## src/rtl/pll_reset_seq.sv

```systemverilog
// pll_reset_seq: PLL reset pulse, lock qualification and core reset release sequencer.
// Define PLL_RESET_SEQ_WATCHDOG_EN to retry the PLL when WAIT_LOCK exceeds LOCK_TIMEOUT cycles.
module pll_reset_seq #(
  parameter int unsigned PLL_RST_CYCLES = 16,
  parameter int unsigned STABLE_CYCLES = 1024,
  parameter int unsigned HOLD_CYCLES = 256,
  parameter int unsigned LOCK_TIMEOUT = 65536
) (
  input  logic       refclk,
  input  logic       rst,
  input  logic       locked,
  output logic       pll_rst,
  output logic       core_rst,
  output logic       ready,
  output logic [7:0] unlock_cnt,
  output logic [7:0] retry_cnt
);
  typedef enum logic [2:0] {PLL_RESET, WAIT_LOCK, STABLE, HOLD, RUN} state_t;
  localparam logic [16:0] RST_LAST = 17'(PLL_RST_CYCLES - 1);
  // The lock_s sample that leaves WAIT_LOCK already counts as the first stable cycle.
  localparam logic [16:0] STABLE_LAST = (STABLE_CYCLES > 1) ? 17'(STABLE_CYCLES - 2) : 17'd0;
  localparam logic [16:0] HOLD_LAST = 17'(HOLD_CYCLES - 1);
  if (PLL_RST_CYCLES < 1 || PLL_RST_CYCLES > 255 || STABLE_CYCLES < 1 || STABLE_CYCLES > 65535 ||
      HOLD_CYCLES < 1 || HOLD_CYCLES > 65535 || LOCK_TIMEOUT < 2 || LOCK_TIMEOUT > 131071) begin : g_bad_cfg
    $error("pll_reset_seq: parameter out of range");
  end
  state_t state_q, state_d;
  logic [16:0] cnt_q, cnt_d;
  logic sync_q, lock_s_q;
  logic pll_rst_q, pll_rst_d, core_rst_q, core_rst_d, ready_q, ready_d;
  logic [7:0] unlock_q, unlock_d;
`ifdef PLL_RESET_SEQ_WATCHDOG_EN
  localparam logic [16:0] TIMEOUT_LAST = 17'(LOCK_TIMEOUT - 1);
  logic [7:0] retry_q, retry_d;
`endif
  always_comb begin
    state_d = state_q;
    cnt_d = cnt_q + 17'd1;
    unlock_d = unlock_q;
`ifdef PLL_RESET_SEQ_WATCHDOG_EN
    retry_d = retry_q;
`endif
    case (state_q)
      PLL_RESET: if (cnt_q == RST_LAST) begin
        state_d = WAIT_LOCK;
        cnt_d = '0;
      end
      WAIT_LOCK: begin
`ifdef PLL_RESET_SEQ_WATCHDOG_EN
        if (lock_s_q) begin
          state_d = STABLE;
          cnt_d = '0;
        end else if (cnt_q == TIMEOUT_LAST) begin
          state_d = PLL_RESET;
          cnt_d = '0;
          retry_d = (retry_q != 8'hff) ? retry_q + 8'd1 : retry_q;
        end
`else
        cnt_d = '0;
        state_d = lock_s_q ? STABLE : WAIT_LOCK;
`endif
      end
      STABLE: if (!lock_s_q) begin
        state_d = WAIT_LOCK;
        cnt_d = '0;
      end else if (cnt_q == STABLE_LAST) begin
        state_d = HOLD;
        cnt_d = '0;
      end
      HOLD: if (!lock_s_q) begin
        state_d = WAIT_LOCK;
        cnt_d = '0;
      end else if (cnt_q == HOLD_LAST) begin
        state_d = RUN;
        cnt_d = '0;
      end
      RUN: begin
        cnt_d = '0;
        if (!lock_s_q) begin
          state_d = WAIT_LOCK;
          unlock_d = (unlock_q != 8'hff) ? unlock_q + 8'd1 : unlock_q;
        end
      end
      default: begin
        state_d = PLL_RESET;
        cnt_d = '0;
      end
    endcase
    pll_rst_d = state_d == PLL_RESET;
    core_rst_d = state_d != RUN;
    ready_d = state_d == RUN;
  end
  always_ff @(posedge refclk) begin
    if (rst) begin
      state_q <= PLL_RESET;
      cnt_q <= '0;
      sync_q <= 1'b0;
      lock_s_q <= 1'b0;
      pll_rst_q <= 1'b1;
      core_rst_q <= 1'b1;
      ready_q <= 1'b0;
      unlock_q <= '0;
    end else begin
      state_q <= state_d;
      cnt_q <= cnt_d;
      sync_q <= locked;
      lock_s_q <= sync_q;
      pll_rst_q <= pll_rst_d;
      core_rst_q <= core_rst_d;
      ready_q <= ready_d;
      unlock_q <= unlock_d;
    end
  end
`ifdef PLL_RESET_SEQ_WATCHDOG_EN
  always_ff @(posedge refclk) begin
    if (rst) retry_q <= '0;
    else retry_q <= retry_d;
  end
  assign retry_cnt = retry_q;
`else
  assign retry_cnt = '0;
`endif
  assign pll_rst = pll_rst_q;
  assign core_rst = core_rst_q;
  assign ready = ready_q;
  assign unlock_cnt = unlock_q;
endmodule
```

## config.mk

```make
export PLATFORM = sky130hd
export DESIGN_NAME = pll_reset_seq
export DESIGN_NICKNAME = d
export VERILOG_FILES = /design/src/rtl/pll_reset_seq.sv
export SDC_FILE = /design/constraint.sdc
export NUM_CORES = 1
export LEC_CHECK = 0
export CAP_MARGIN = 20
export CORE_MARGIN = 2
export CORE_UTILIZATION = 40
export CTS_BUF_LIST = sky130_fd_sc_hd__clkbuf_16
export DETAILED_ROUTE_END_ITERATION = 10
export PLACE_DENSITY_LB_ADDON = 0.12
export SYNTH_ARGS = -nofsm -noshare
export SYNTH_HDL_FRONTEND = slang
export SYNTH_SLANG_ARGS = --single-unit
```

## constraint.sdc

```tcl
create_clock -name refclk -period 2.55 [get_ports refclk]
set_input_delay 0.255 -clock refclk [delete_from_list [all_inputs] [get_ports refclk]]
set_output_delay 0.255 -clock refclk [all_outputs]
set_load 0.05 [all_outputs]
```

======== Yosys cells after proc, flatten, opt, wreduce, memory -nomap -nowiden ========
Index checks and enable logic that the tools add are counted.
word-level totals
  flip-flop bits (word level) ............. 33
  latch bits .............................. 0
  RAM bits ................................ 0
  memory bits (read-only) ................. 0
  logic and storage cells ................. 38
  memories ................................ 0
operators by class
  add/sub/neg operators ................... 2
  multiply operators ...................... 0
  divide/modulo/power cells ............... 0
  order comparisons ....................... 0
  equal/unequal tests ..................... 10
  shifts and indexed selects .............. 0
  multiplexer cells ....................... 14
  bitwise gates (word level) .............. 1
  reductions and logical operators ........ 3
operator list
  cell                                                                number
  17-bit two-way mux                                                  5
  17-bit one-hot mux with 3 select lines                              1
  3-bit two-way mux                                                   6
  17-bit by 1-bit adder with 17-bit output (second input constant)    1
  17-bit by 10-bit == test with 1-bit output (second input constant)  1
  17-bit by 4-bit == test with 1-bit output (second input constant)   1
  17-bit by 8-bit == test with 1-bit output (second input constant)   1
  3-bit one-hot mux with 5 select lines                               1
  8-bit by 1-bit adder with 8-bit output (second input constant)      1
  8-bit inequality test (second input constant)                       1
  3-bit by 2-bit == test with 1-bit output (second input constant)    2
  3-bit == test (second input constant)                               2
  3-bit logical NOT                                                   2
  3-bit by 1-bit == test with 1-bit output (second input constant)    1
  3-bit inequality test (second input constant)                       1
  3-bit AND reduction                                                 1
  2-bit two-way mux                                                   1
  1-bit inverter                                                      1

======== Depth between registers and ports, before layout ========
Gate-level depths: netlist of run 1.
  depth after elaboration ................. 5
  mapped depth ............................ 7

======== Least setup slack after synthesis of run 1 ========
Ideal clock, no wire load.
  path kind ............................... reg-to-reg
  start ................................... register unlock_q[0], in the netlist unlock_cnt[0]
  end ..................................... register unlock_q[1], in the netlist unlock_cnt[1]
  data arrival time ....................... 1.644 ns
  slack ................................... 0.777 ns
  cell stages (with the launch flop) ...... 6
  path buffers ............................ 0
  clock period less this slack ............ 1.773 ns
  cells stage by stage .................... dfxtp_1 ha_1 nand3_1 o21ai_0 mux2i_1 nor2_1
on the way
  cells in the longest elaborated chain, start to end .. 2
RTL lines
  what                                                                            RTL line  text
  start, declared                                                                 31        logic [7:0] unlock_q, unlock_d;
  start signal, assigned                                                          111       unlock_q <= unlock_d;
  branches (longest 2 deep; another with 8-bit by 1-bit adder with 8-bit output)  -
Parallel ways; which one is timed is not known.
A chain may end at the register's enable or synchronous reset.

======== Worst setup path after layout of run 1 ========
  start ................................... register cnt_q[0]
  end ..................................... register core_rst_q, in the netlist core_rst
on the way
  cells in the longest elaborated chain, start to end .. 5
RTL lines
  what                                                                                                            RTL line  text
  start, declared                                                                                                 28        logic [16:0] cnt_q, cnt_d;
  start signal, assigned                                                                                          105       cnt_q <= cnt_d;
  17-bit by 8-bit == test with 1-bit output / 17-bit by 10-bit == test with 1-bit output (equally long branches)  73, 66
  3-bit two-way mux (on tied branches)                                                                            73, 66
  3-bit two-way mux (on tied branches)                                                                            70, 63
  3-bit one-hot mux with 5 select lines *                                                                         43        case (state_q)
  3-bit inequality test *                                                                                         90        core_rst_d = state_d != RUN;
  end signal, assigned                                                                                            109       core_rst_q <= core_rst_d;
  end, declared                                                                                                   30        logic pll_rst_q, pll_rst_d, core_rst_q, core_rst_d, ready_q, ready_d;
Mark *: on every way between the ends. The rest lies on a longest branch, timed or not.

==> results.tsv, run 1 <==
metric	value	unit
status	complete, no violations	
die_w	68.6	µm
synth_top_family_by_area	simple AND/OR/NAND/NOR gates	
worstSetupPathDepth	5	
fin_worst_skew	0.00239	ns
yosys.area_share.simple	24.4	%
row_count	23	
yosys_warnings	0	
gp_congestion	0.804	
max_slew_margin	54.4	%
ys_ff_latch	33	
drt_iter0_drc	27	
rrSetupSlack	0.62	ns
setup_viol	0	
synth_compound_area_share	16.1	%
yosysSeqAreaShare	39.6	%
ctsResizeCount	0	
rsz0062_at_grt	false	
clkLatencyLatePin	0.27	ns
crit_arrival	2.09	ns
synthMuxAreaShare	0.601	%
dpl.hpwl	2260	µm
fin_crit	1.93	ns
ff2ff_path_depth	5	
numCtsBuffers	5	
worst_path_max_delay_cell	or4_1	
min_to	lock_s_q$_SDFF_PP0_	
async_flop_share	0	%
synth_edf_count	0	
io_pins	22	
critPathKind	flip-flop to flip-flop	
viasPerCell	5.41	
hold_violations	0	
clkSlewWorstSetupHoldPaths	0.05	ns
start_kind	flip-flop	
cts-root-buf	clkbuf_16	
hp-start	sync_q$_SDFF_PP0_	
grt_pass1_wl	5400	µm
cp-end-kind	flip-flop	
hold_depth	1	
dieArea	4700	µm²
drt-wirelength-per-cell	13.0	µm
n_antenna_cell	0	
period_share	75.6	%
track_usage	15.7	%
drv_cap	0	
drc	0	
path_max_fanout	7	
power.density	622	nW/µm²
cp.required	2.72	ns
ir_drop	0.000378	V
r2r-start	cnt_q[0]$_SDFF_PP0_	
dr.pass1.iters	4	
drt-total-wl	3180	µm
crit_buf_inv	0	
setup_tns	0	ns
yosys_most_used_dff	dfxtp_1	
synth_cell_type_count	42	
nFillCells	377	
gr-total-overflow	0	
htree_num_levels	2	
avgSynthCellArea	9.31	µm²
synth_area	1670	µm²
synthToLayoutAreaGrowth	18.8	%
antenna_found_initial	0	
clock_path_buffers	2	
cts_tree	yes	
synth-xor-area-share	9.98	%
hold_path.class	flip-flop to flip-flop	
num_vias	1326	
start_util	41.7	%
design.core.area	4000	µm²
syn_inst	179	
leakagePower	0.000692	µW
grt_max_degree	18	
die_h	68.6	µm
clkSinkCount	33	
slowest_delay	0.55	ns
slew_viol_final	0	
timing.final.ws_setup	0.622	ns
grt_pass1_vias	1203	
nets	200	
crit_family	simple AND/OR/NAND/NOR gates	
cts_setup_buffers	0	
drive_gt1_share	9.23	%
worst_slew_pin_slew	0.683	ns
holdBufCountCts	0	
reg2reg_to	core_rst$_SDFF_PP1_	
synth-adder-area-share	2.25	%
portBuffers	13	
dp_worst_setup_slack	0.556	ns
fmax	519	MHz
path_cells	ha_1, and3_1, nand2_1, or4_1, a21o_1	
postRouteAntennaNets	0	
-- state kept, by name, summed over array words and instances, names as in the netlist --
| register | cells |
|---|---|
| cnt_q | 17 |
| core_rst | 1 |
| lock_s_q | 1 |
| pll_rst | 1 |
| ready | 1 |
| state_q | 3 |
| sync_q | 1 |
| unlock_cnt | 8 |
-- final cells by class --
type | count | area [µm²] | share of cell area [%]
timing repair buffer | 17 | 160 | 8.09
sequential | 33 | 661 | 33.4
clock inverter | 3 | 37.5 | 1.90
tap | 50 | 62.6 | 3.16
multi-input combinational | 133 | 918 | 46.4
inverter | 4 | 15.0 | 0.759
clock buffer | 5 | 125 | 6.32
-- layout by cell type, fill, tap and decap left out, types with 3 or more instances in the layout --
cell type and count:
nand3_1 8, conb_1 8, and3_1 3, clkdlybuf4s50_1 13, a31oi_1 14, clkbuf_16 5
and4_1 3, or3_1 4, o21ai_0 5, o2111ai_1 3, nand4_1 6, a32oi_1 3
nor2_1 14, xnor2_1 3, dfxtp_1 33, or4_1 3, ha_1 3, buf_4 4
inv_1 5, xor2_1 16, o211ai_1 3, and2_1 3, nand2_1 8
-- per-layer routing --
layer	vias up	part of all wire [%]	track usage (%)
met3	3	4.0	4.87
met2	23	48	24.3
met1	626	47	19.8
met4	0	0.85	7.50
li1	674	-	-
met5	-	0	0
-- power by group --
part / leakage (µW) / total (µW) / internal (µW) / switching [µW]
Combinational: 0.000343 / 49.5 / 11.1 / 38.4
Clock: 0.0000826 / 655 / 453 / 202
Sequential: 0.000267 / 528 / 522 / 5.71
-- metrics by stage --
step | hold slack [ns] | util [%] | total power [µW] | instance area [µm²] | std cells
4_1_cts | 0.442 | 49.5 | 1250 | 1980 | 245
3_3_place_gp | 0.425 | 45.4 | 587 | 1820 | 237
2_1_floorplan | 0.327 | - | 587 | 1690 | 186
6_report | 0.436 | 49.5 | 1230 | 1980 | 245
5_1_grt | 0.460 | 49.5 | 1280 | 1980 | 245
3_5_place_dp | 0.431 | 45.4 | 587 | 1820 | 237
-- kinds of logic after synthesis --
logic type | after synthesis
AOI/OAI and AO/OA | 36
xor gates and xnor gates | 19
adders and majority gates | 3
buffers and inverters | 20
DFF | 33
muxes | 1
other | 1
and+or+nand+nor | 66
-- synth_stat cells (2+ instances only) --
| library cell | instances | area share, % |
|---|---|---|
| dfxtp_1 | 33 | 40 |
| and3_1 | 3 | 1.1 |
| o2111ai_1 | 3 | 1.6 |
| nor2_1 | 14 | 3.2 |
| and2_1 | 3 | 1.1 |
| ha_1 | 3 | 2.3 |
| a31oi_1 | 14 | 5.3 |
| or3_1 | 4 | 1.5 |
| a32oi_1 | 3 | 1.6 |
| o21ai_2 | 2 | 1.1 |
| nor3_1 | 2 | 0.60 |
| nand4_1 | 6 | 2.3 |
| xor2_1 | 16 | 8.4 |
| nor2b_1 | 2 | 0.75 |
| xnor2_1 | 3 | 1.6 |
| buf_4 | 9 | 4.1 |
| buf_2 | 4 | 1.2 |
| nand2_1 | 8 | 1.8 |
| and4_1 | 3 | 1.6 |
| o21ai_0 | 5 | 1.5 |
| nand3_1 | 8 | 2.4 |
| a21oi_1 | 2 | 0.60 |
| inv_1 | 4 | 0.90 |
| clkbuf_1 | 3 | 0.68 |
| o211ai_1 | 3 | 1.4 |
| or4_1 | 3 | 1.4 |
-- worst max-delay path by stage --
stage / start / to / slack (ns)
6_report: cnt_q[0]$_SDFF_PP0_ / core_rst$_SDFF_PP1_ / 0.62
3_5_place_dp: rst / cnt_q[15]$_SDFF_PP0_ / 0.56
3_3_place_gp: rst / cnt_q[16]$_SDFF_PP0_ / 0.60
2_1_floorplan: unlock_cnt[0]$_SDFFE_PP0P_ / unlock_cnt[1]$_SDFFE_PP0P_ / 0.78
5_1_grt: cnt_q[0]$_SDFF_PP0_ / core_rst$_SDFF_PP1_ / 0.47
4_1_cts: cnt_q[0]$_SDFF_PP0_ / core_rst$_SDFF_PP1_ / 0.61
No activity file was read; power rests on OpenSTA's default activity.
==> run 2: changes to the inputs <==
Clock period 2.55 ns to 1.95 ns, I/O delays scaled along.
==> run 2 against run 1 <==
Final cell count is 1.6% higher. Register-to-register slack worse by 0.48 ns. Via count is 2.1% higher. Clock skew is 0.0031 ns higher. Largest cell class unchanged.
==> results.tsv, run 2 (synthesized netlist as in run 1, its figures left out) <==
metric	value	unit	change
fin_crit	1.81	ns	was 1.93 ns
critPathKind	flip-flop to flip-flop		unchanged
leakagePower	0.000705	µW	was 0.000692 µW
worst_slew_pin_slew	0.501	ns	was 0.683 ns
cts_tree	yes		unchanged
cp.required	2.12	ns	was 2.72 ns
synthToLayoutAreaGrowth	19.7	%	was 18.8%
slew_viol_final	0		unchanged
dr.pass1.iters	4		unchanged
gr-total-overflow	0		unchanged
status	complete, no violations		unchanged
drt-wirelength-per-cell	13.7	µm	was 13.0 µm
cts-root-buf	clkbuf_16		unchanged
drive_gt1_share	11.6	%	was 9.23%
drc	0		unchanged
io_pins	22		unchanged
p_switching	332	µW	was 246 µW
track_usage	16.9	%	was 15.7%
clkSinkCount	33		unchanged
gp_congestion	0.734		was 0.804
grt_max_degree	18		unchanged
numCtsBuffers	5		unchanged
p_sw_share	22.2	%	was 20.0%
final_core_util	49.9	%	was 49.5%
cp-end-kind	flip-flop		unchanged
stdcell_area	1990	µm²	was 1980 µm²
max_slew_margin	66.5	%	was 54.4%
dieArea	4700	µm²	unchanged
fmax	554	MHz	was 519 MHz
design.core.area	4000	µm²	unchanged
grt_pass1_wl	5820	µm	was 5400 µm
crit_arrival	1.98	ns	was 2.09 ns
internal_power	1160	µW	was 986 µW
drt-total-wl	3420	µm	was 3180 µm
period_share	92.6	%	was 75.6%
clkSlewWorstSetupHoldPaths	0.05	ns	about the same
dp_worst_setup_slack	0.148	ns	was 0.556 ns
hold_violations	0		unchanged
p_seq_share	46.2	%	was 42.8%
portBuffers	13		unchanged
pwr-share-clk	49.3	%	was 53.1%
die_h	68.6	µm	unchanged
rsz0062_at_grt	false		unchanged
power.density	748	nW/µm²	was 622 nW/µm²
viasPerCell	5.44		was 5.41
setup_viol	0		unchanged
top_register	cnt_q		unchanged
final_common_cell	dfxtp_1		unchanged
dpl.hpwl	2440	µm	was 2260 µm
fin_worst_skew	0.00551	ns	was 0.00239 ns
n_antenna_cell	0		unchanged
clkLatencyLatePin	0.28	ns	was 0.27 ns
hold_path.class	flip-flop to flip-flop		unchanged
htree_num_levels	2		unchanged
placed_cell_area	1850	µm²	was 1820 µm²
nets	204		was 200
timing.final.ws_setup	0.145	ns	was 0.622 ns
start_kind	flip-flop		unchanged
grt_pass1_vias	1255		was 1203
num_vias	1354		was 1326
path_max_fanout	5		was 7
postRouteAntennaNets	0		unchanged
drt_iter0_drc	17		was 27
p_comb_share	4.4	%	was 4.0%
ir_drop	0.000322	V	was 0.000378 V
start_util	41.7	%	unchanged
nFillCells	393		was 377
die_w	68.6	µm	unchanged
drv_cap	0		unchanged
clock_path_buffers	2		unchanged
row_count	23		unchanged
setup_tns	0	ns	unchanged
layout_common_cells	33 x dfxtp_1, 16 x xor2_1, 14 x nor2_1, 14 x a31oi_1, 13 x clkdlybuf4s50_1		unchanged
antenna_found_initial	0		unchanged
largest_reg_flops	17		unchanged
run 2: cell count changes in the layout (fill, tap and decap cells not counted):
| cell | change |
|---|---|
| nor4b_4 | +1 |
| clkinv_2 | +2 |
| bufinv_16 | -1 |
| buf_4 | +4 |
| clkinv_1 | -1 |
| nor4b_2 | -1 |
run 2: path summary, 6_finish.rpt:
check                 startpoint                  end  slack, ns  cells after the start
max          cnt_q[0]$_SDFF_PP0_  core_rst$_SDFF_PP1_       0.14                      5
min            sync_q$_SDFF_PP0_  lock_s_q$_SDFF_PP0_       0.45                      1
max reg2reg  cnt_q[0]$_SDFF_PP0_  core_rst$_SDFF_PP1_       0.14                      5
min reg2reg    sync_q$_SDFF_PP0_  lock_s_q$_SDFF_PP0_       0.45                      1
run 2: layout make-up:
class	count	area, µm²	share of cell area (%)
clock buffer	5	125	6.27
clock inverter	3	13.8	0.690
inverter	4	15.0	0.753
multi-input combinational	133	927	46.5
sequential	33	661	33.1
tap	50	62.6	3.14
timing repair buffer	21	190	9.54
run 2: metal layers:
layer  track usage [%]  up-vias  part of all wire, %
met2              28.8       21                   50
met1              20.0      639                   45
met4              6.00        0                  1.1
met3              4.87        5                  3.4
met5                 0        -                    0
li1                  -      689                    -
run 2: worst max-delay path, cell delays in order (launching register included):
cell and delay (ns):
dfxtp_1 0.38, ha_1 0.19, and3_1 0.24, nand2_1 0.15, or4_1 0.54, a21o_1 0.20
run 2: power groups by stage:
| stage | clock (µW) | combinational [µW] | sequential, µW |
|---|---|---|---|
| floorplan | 0 | 65.9 | 702 |
| global placement | 0 | 64.2 | 703 |
| detailed placement | 0 | 65.5 | 703 |
| CTS | 752 | 65.5 | 689 |
| global route | 787 | 71.7 | 691 |
| finish | 736 | 65.8 | 690 |
run 2: timing repair:
item | CTS | global route
resized for setup | 0 | 1
setup buffers | 0 | 0
hold buffers | 0 | 0
endpoints found under the setup margin | 0 | 1
run 2: stage by stage:
stage | cells | hold WS [ns] | power (µW)
after global placement | 241 | 0.428 | 767
after floorplan | 186 | 0.267 | 768
after detailed placement | 241 | 0.437 | 769
after global routing | 249 | 0.466 | 1550
final | 249 | 0.448 | 1490
after CTS | 249 | 0.459 | 1510
